$ cat src/rtl/serial_rx_unstripe_if.sv
`default_nettype none
// ============================================================================
// Module      : serial_rx_unstripe_if
// Description : Serial input and lane outputs of the unstriping receiver.
// Revision    : 1.0
// ============================================================================
interface serial_rx_unstripe_if #(
  parameter int WIDTH = 8,
  parameter int LANES = 4
);
  logic                     serial_in;
  logic                     locked;
  logic [LANES*WIDTH-1:0]   data_out;
  logic [LANES-1:0]         valid_out;

  modport master (
    output serial_in,
    input  locked,
    input  data_out,
    input  valid_out
  );

  modport slave (
    input  serial_in,
    output locked,
    output data_out,
    output valid_out
  );
endinterface
`default_nettype wire

$ cat src/rtl/serial_rx_unstripe.sv
`default_nettype none
// ============================================================================
// Module      : serial_rx_unstripe
// Description : Comma-aligned serial deserialiser that unstripes data bytes
//               round-robin across LANES outputs, with loss-of-lock on gaps.
// Revision    : 1.0
// ============================================================================
module serial_rx_unstripe #(
  parameter int               WIDTH      = 8,
  parameter int               LANES      = 4,
  parameter logic [WIDTH-1:0] COM        = 8'hBC,
  parameter int               LOCK_COUNT = 4,
  parameter int               MAX_GAP    = 64
) (
  input  logic                 clk_32f,
  input  logic                 rst,
  serial_rx_unstripe_if.slave  bus
);

  localparam int BCW = (WIDTH > 1) ? $clog2(WIDTH) : 1;
  localparam int CCW = $clog2(LOCK_COUNT + 1);
  localparam int GCW = $clog2(MAX_GAP + 1);
  localparam int LPW = (LANES > 1) ? $clog2(LANES) : 1;

  typedef enum logic [1:0] {
    SEARCH = 2'd0,
    ALIGN  = 2'd1,
    ACTIVE = 2'd2
  } state_t;

  state_t                        state_q, state_d;
  logic [WIDTH-2:0]              sh_q, sh_d;
  logic [BCW-1:0]                bit_cnt_q, bit_cnt_d;
  logic [CCW-1:0]                com_cnt_q, com_cnt_d;
  logic [GCW-1:0]                gap_cnt_q, gap_cnt_d;
  logic [LPW-1:0]                lane_ptr_q, lane_ptr_d;
  logic [LANES-1:0][WIDTH-1:0]   data_q, data_d;
  logic [LANES-1:0]              valid_q, valid_d;

  logic [WIDTH-1:0]              sh_next;
  logic                          at_boundary;
  logic                          is_com;

  always_comb begin
    sh_next     = {sh_q, bus.serial_in};
    at_boundary = (bit_cnt_q == BCW'(WIDTH - 1));
    is_com      = (sh_next == COM);

    state_d    = state_q;
    sh_d       = sh_next[WIDTH-2:0];
    bit_cnt_d  = at_boundary ? '0 : bit_cnt_q + BCW'(1);
    com_cnt_d  = com_cnt_q;
    gap_cnt_d  = gap_cnt_q;
    lane_ptr_d = lane_ptr_q;
    data_d     = data_q;
    valid_d    = '0;

    case (state_q)
      SEARCH: begin
        // Bit-level hunt: the first COM found defines the byte boundary.
        bit_cnt_d = '0;
        if (is_com) begin
          com_cnt_d  = CCW'(1);
          lane_ptr_d = '0;
          gap_cnt_d  = '0;
          state_d    = (LOCK_COUNT == 1) ? ACTIVE : ALIGN;
        end
      end
      ALIGN: begin
        if (at_boundary) begin
          if (is_com) begin
            com_cnt_d = com_cnt_q + CCW'(1);
            if (com_cnt_d == CCW'(LOCK_COUNT)) begin
              state_d    = ACTIVE;
              lane_ptr_d = '0;
              gap_cnt_d  = '0;
            end
          end else begin
            state_d   = SEARCH;
            com_cnt_d = '0;
          end
        end
      end
      ACTIVE: begin
        if (at_boundary) begin
          if (is_com) begin
            lane_ptr_d = '0;
            gap_cnt_d  = '0;
          end else begin
            data_d[lane_ptr_q]  = sh_next;
            valid_d[lane_ptr_q] = 1'b1;
            lane_ptr_d = (lane_ptr_q == LPW'(LANES - 1)) ? '0 : lane_ptr_q + LPW'(1);
            gap_cnt_d  = gap_cnt_q + GCW'(1);
            // Too long without an idle symbol: drop lock after forwarding.
            if (gap_cnt_d == GCW'(MAX_GAP)) begin
              state_d    = SEARCH;
              bit_cnt_d  = '0;
              com_cnt_d  = '0;
              gap_cnt_d  = '0;
              lane_ptr_d = '0;
            end
          end
        end
      end
      default: begin
        state_d = SEARCH;
      end
    endcase
  end

  always_ff @(posedge clk_32f) begin
    if (rst) begin
      state_q    <= SEARCH;
      sh_q       <= '0;
      bit_cnt_q  <= '0;
      com_cnt_q  <= '0;
      gap_cnt_q  <= '0;
      lane_ptr_q <= '0;
      data_q     <= '0;
      valid_q    <= '0;
    end else begin
      state_q    <= state_d;
      sh_q       <= sh_d;
      bit_cnt_q  <= bit_cnt_d;
      com_cnt_q  <= com_cnt_d;
      gap_cnt_q  <= gap_cnt_d;
      lane_ptr_q <= lane_ptr_d;
      data_q     <= data_d;
      valid_q    <= valid_d;
    end
  end

  assign bus.locked    = (state_q == ACTIVE);
  assign bus.data_out  = data_q;
  assign bus.valid_out = valid_q;

endmodule
`default_nettype wire

$ cat src/flat_wrapper.sv
// flat-port wrapper written by rule: the top's interface ports become plain ports
module serial_rx_unstripe_flat 
#(
  parameter int               WIDTH      = 8,
  parameter int               LANES      = 4,
  parameter logic [WIDTH-1:0] COM        = 8'hBC,
  parameter int               LOCK_COUNT = 4,
  parameter int               MAX_GAP    = 64
)
  (clk_32f, rst, bus_serial_in, bus_locked, bus_data_out, bus_valid_out);
  serial_rx_unstripe_if #(.WIDTH(WIDTH), .LANES(LANES)) bus_i ();
  input  logic clk_32f;
  input  logic rst;
  input wire logic [$bits(bus_i.serial_in)-1:0] bus_serial_in;
  output wire logic [$bits(bus_i.locked)-1:0] bus_locked;
  output wire logic [$bits(bus_i.data_out)-1:0] bus_data_out;
  output wire logic [$bits(bus_i.valid_out)-1:0] bus_valid_out;
  assign bus_i.serial_in = bus_serial_in;
  assign bus_locked = bus_i.locked;
  assign bus_data_out = bus_i.data_out;
  assign bus_valid_out = bus_i.valid_out;
  serial_rx_unstripe #(.WIDTH(WIDTH), .LANES(LANES), .COM(COM), .LOCK_COUNT(LOCK_COUNT), .MAX_GAP(MAX_GAP)) u_core (.clk_32f(clk_32f), .rst(rst), .bus(bus_i));
endmodule
$ cat config.mk
export PLATFORM = sky130hd
export DESIGN_NAME = serial_rx_unstripe_flat
export DESIGN_NICKNAME = d
export VERILOG_FILES = /design/src/rtl/serial_rx_unstripe_if.sv /design/src/rtl/serial_rx_unstripe.sv /design/src/flat_wrapper.sv
export SDC_FILE = /design/constraint.sdc
export NUM_CORES = 1
export LEC_CHECK = 0
export CAP_MARGIN = 10
export CORE_MARGIN = 4
export CORE_UTILIZATION = 57
export CTS_CLUSTER_DIAMETER = 150
export DETAILED_ROUTE_END_ITERATION = 10
export PLACE_DENSITY = 0.84
export SLEW_MARGIN = 10
export SYNTH_ARGS = -nofsm -noshare
export SYNTH_HDL_FRONTEND = slang
export SYNTH_SLANG_ARGS = --single-unit
$ cat constraint.sdc
create_clock -name clk_32f -period 6.2 [get_ports clk_32f]
set_clock_uncertainty 0.05 [all_clocks]
set_input_delay 1.24 -clock clk_32f [delete_from_list [all_inputs] [get_ports clk_32f]]
set_output_delay 1.24 -clock clk_32f [all_outputs]
set_load 0.02 [all_outputs]
==> run metrics <==
WP data arrival=3.50 ns; Cells after Synth=between 200 and 300; Routed Antenna Nets=0; RSZ-0062 raised after global routing=false; Final Max Slew Viols=0; simple-gate share of the synthesized area=20.3%; CP required=around 6.3 ns; Buf/Inv on CP=1; FP Rows=24; post-cts resize count=0; dpl ws=2.55 ns; synth unique cells=48; Critical Path End Type=flip-flop; Synth Area in XOR/XNOR=0.343%; GRT overflow=0; mux cell area share after synthesis=14.0%; commonest non-fill, non-tap cells in the layout=60 x dfxtp_1, 44 x nor2_1, 38 x clkdlybuf4s50_1; PD cells=roughly 250 nW/um^2; f_max=0.297 GHz; critical path's slowest cell=clkdlybuf4s50_1; area grow syn2layout=23.9%; DRT iter0 DRCs=99; hold buffer count at CTS=0; Max Cap Viol=0; first-pass GRT wire length=9.43 mm; Final setup viols=0; worst slew pin tran=between 1 and 1.5 ns; detail-routed net length per standard cell=16.0 um; vias in the first global route=2011; global-route usage over all layers=22.6%; critical path's top delay family=simple AND/OR/NAND/NOR gates; fillers=319; largest family of logic cells by synthesized area=simple AND/OR/NAND/NOR gates; drt pass-1 iters=4; final hold violation count=0; Final Wtd Congestion=0.824; CTS buffer count=9; nets=312; Tmin final=3.37 ns; critical path, cell by cell=clkdlybuf4s50_1 -> and4bb_2 -> a21oi_1 -> nand3_1 -> mux2i_1 -> nor2_1; dpl hpwl=around 3.8 mm; die width=about 75 um; die footprint=around 5600 sq um; outcome=finished, final reports clean; I/O pin total=40; largest net degree at the start of global routing=63; leading cell type in the layout, fill and taps excluded=dfxtp_1; Seq/Total Area, Yosys=47.0%; post-synthesis cell area=~2600 sq um; initial antenna violation count=0; VDD IR-drop max=0.222 mV; CTS tree=done; port buffer count=39; post-route setup slack=2.83 ns; Synth Area in Adders=6.36%; htree depth=3; Most used DFF post-synth=dfxtp_1; routed wire length=5.64 mm; Slew HR=30.1%; total core area=4350 sq um; Static Leak=1.37 nW; Post-synth EDFFs=0; CTS Buffer Depth=2; # diodes=0; Ys Warns=0; Crit Path Category=in -> reg; FF/Latch Area=between 1000 and 1500 sq um; Clock Latency Late Sink=0.34 ns; setup TNS=0 ns; via/cell ratio=5.62; Root Buffer=clkbuf_8; fin crit share=54.3%; Compound-Gate Fraction of Synth Area=under 10%; total design power=785 uW; multi-input logic area=1270 sq um; Worst Hold Class=reg -> reg; Synth Area per Inst=roughly 9.9 sq um; post-synthesis register bit count=60; syn nets=~280; CP Max Fanout=9; clk sinks=60; initial core utilization=58.7%; share of cells above drive strength 1=8.31%; Crit path largest cell delay=0.61 ns; CTS clk-pin slew, worst paths=0.07 ns; Die Ht=75.0 um; vias=around 2000; Post-synth ARST share=0%; CP startpoint kind=input port; post-CTS setup buffer count=0; # DRC=0
==> cell usage after synthesis, types with 2 or more instances <==
master,number,area [sq um]
and2_1,2,12.5
nor4_1,4,25.0
or3_1,3,18.8
o21ai_0,3,15.0
a211oi_1,2,15.0
nor2_1,44,165
ha_1,13,163
inv_1,8,30.0
o32ai_1,2,17.5
nand3b_1,3,22.5
clkbuf_1,12,45.0
nor2b_1,8,50.1
nor3_1,6,30.0
mux2i_1,32,320
a31oi_1,2,12.5
nand4b_1,2,17.5
a21oi_1,8,40.0
a311oi_1,2,17.5
nand3_1,9,45.0
nand2_1,7,26.3
dfxtp_1,60,1200
==> state kept, by name, indices dropped and copies added, names as in the netlist <==
signal	flops
u_core.bit_cnt_q	3
u_core.state_q	2
u_core.bus.data_out	32
u_core.sh_q	7
u_core.com_cnt_q	3
u_core.gap_cnt_q	7
u_core.bus.valid_out	4
u_core.lane_ptr_q	2
==> metal layers <==
metal	routed length [um]	part of all wire, %	GRT usage [%]
met1	2450	43	27.8
met2	2690	48	35.6
met3	394	7.0	7.74
met4	104	1.8	10.3
met5	0	0	0
==> final timing paths <==
check / startpoint / end / slack (ns) / depth (start not counted)
worst max register to register: u_core.bit_cnt_q[0]$_SDFF_PP0_ / u_core.gap_cnt_q[3]$_SDFFE_PP0P_ / 3.79 / 7
worst max-delay path: bus_serial_in / u_core.bus.data_out[6]$_SDFFE_PP0P_ / 2.83 / 6
worst min-delay path: u_core.bit_cnt_q[0]$_SDFF_PP0_ / u_core.bit_cnt_q[0]$_SDFF_PP0_ / 0.40 / 1
worst min register to register: u_core.bit_cnt_q[0]$_SDFF_PP0_ / u_core.bit_cnt_q[0]$_SDFF_PP0_ / 0.40 / 1
==> where the power goes <==
group	switching (mW)	internal, mW
combinational	0.00667	0.00238
clock	0.151	0.237
sequential	0.00211	0.386
total	0.160	0.626
==> layout make-up <==
cell class / instances / area share (%)
sequential: 60 / 37.9
tap: 52 / 2.05
clock inverter: 4 / 2.29
inverter: 8 / 0.948
multi-input combinational: 178 / 40.0
timing repair buffer: 39 / 12.2
clock buffer: 12 / 4.58
==> logic make-up after synthesis <==
group / Yosys count
AND/OR/NAND/NOR: 100
flip-flops: 60
multiplexers: 34
AO/OA/AOI/OAI: 30
buffers and inverters: 21
adder cells (fa/ha/maj): 13
XOR/XNOR: 1
==> through the flow <==
step / instances / hold WS (ns) / area [sq um] / utilization [%]
CTS: 353 / 0.408 / 3170 / 72.8
global route: 353 / 0.421 / 3170 / 72.8
floorplan: 259 / 0.354 / 2560 / -
detailed placement: 337 / 0.398 / 2950 / 67.8
finish: 353 / 0.396 / 3170 / 72.8
global placement: 337 / 0.370 / 2950 / 67.8
Note: power is estimated with default switching activity, not from simulation.
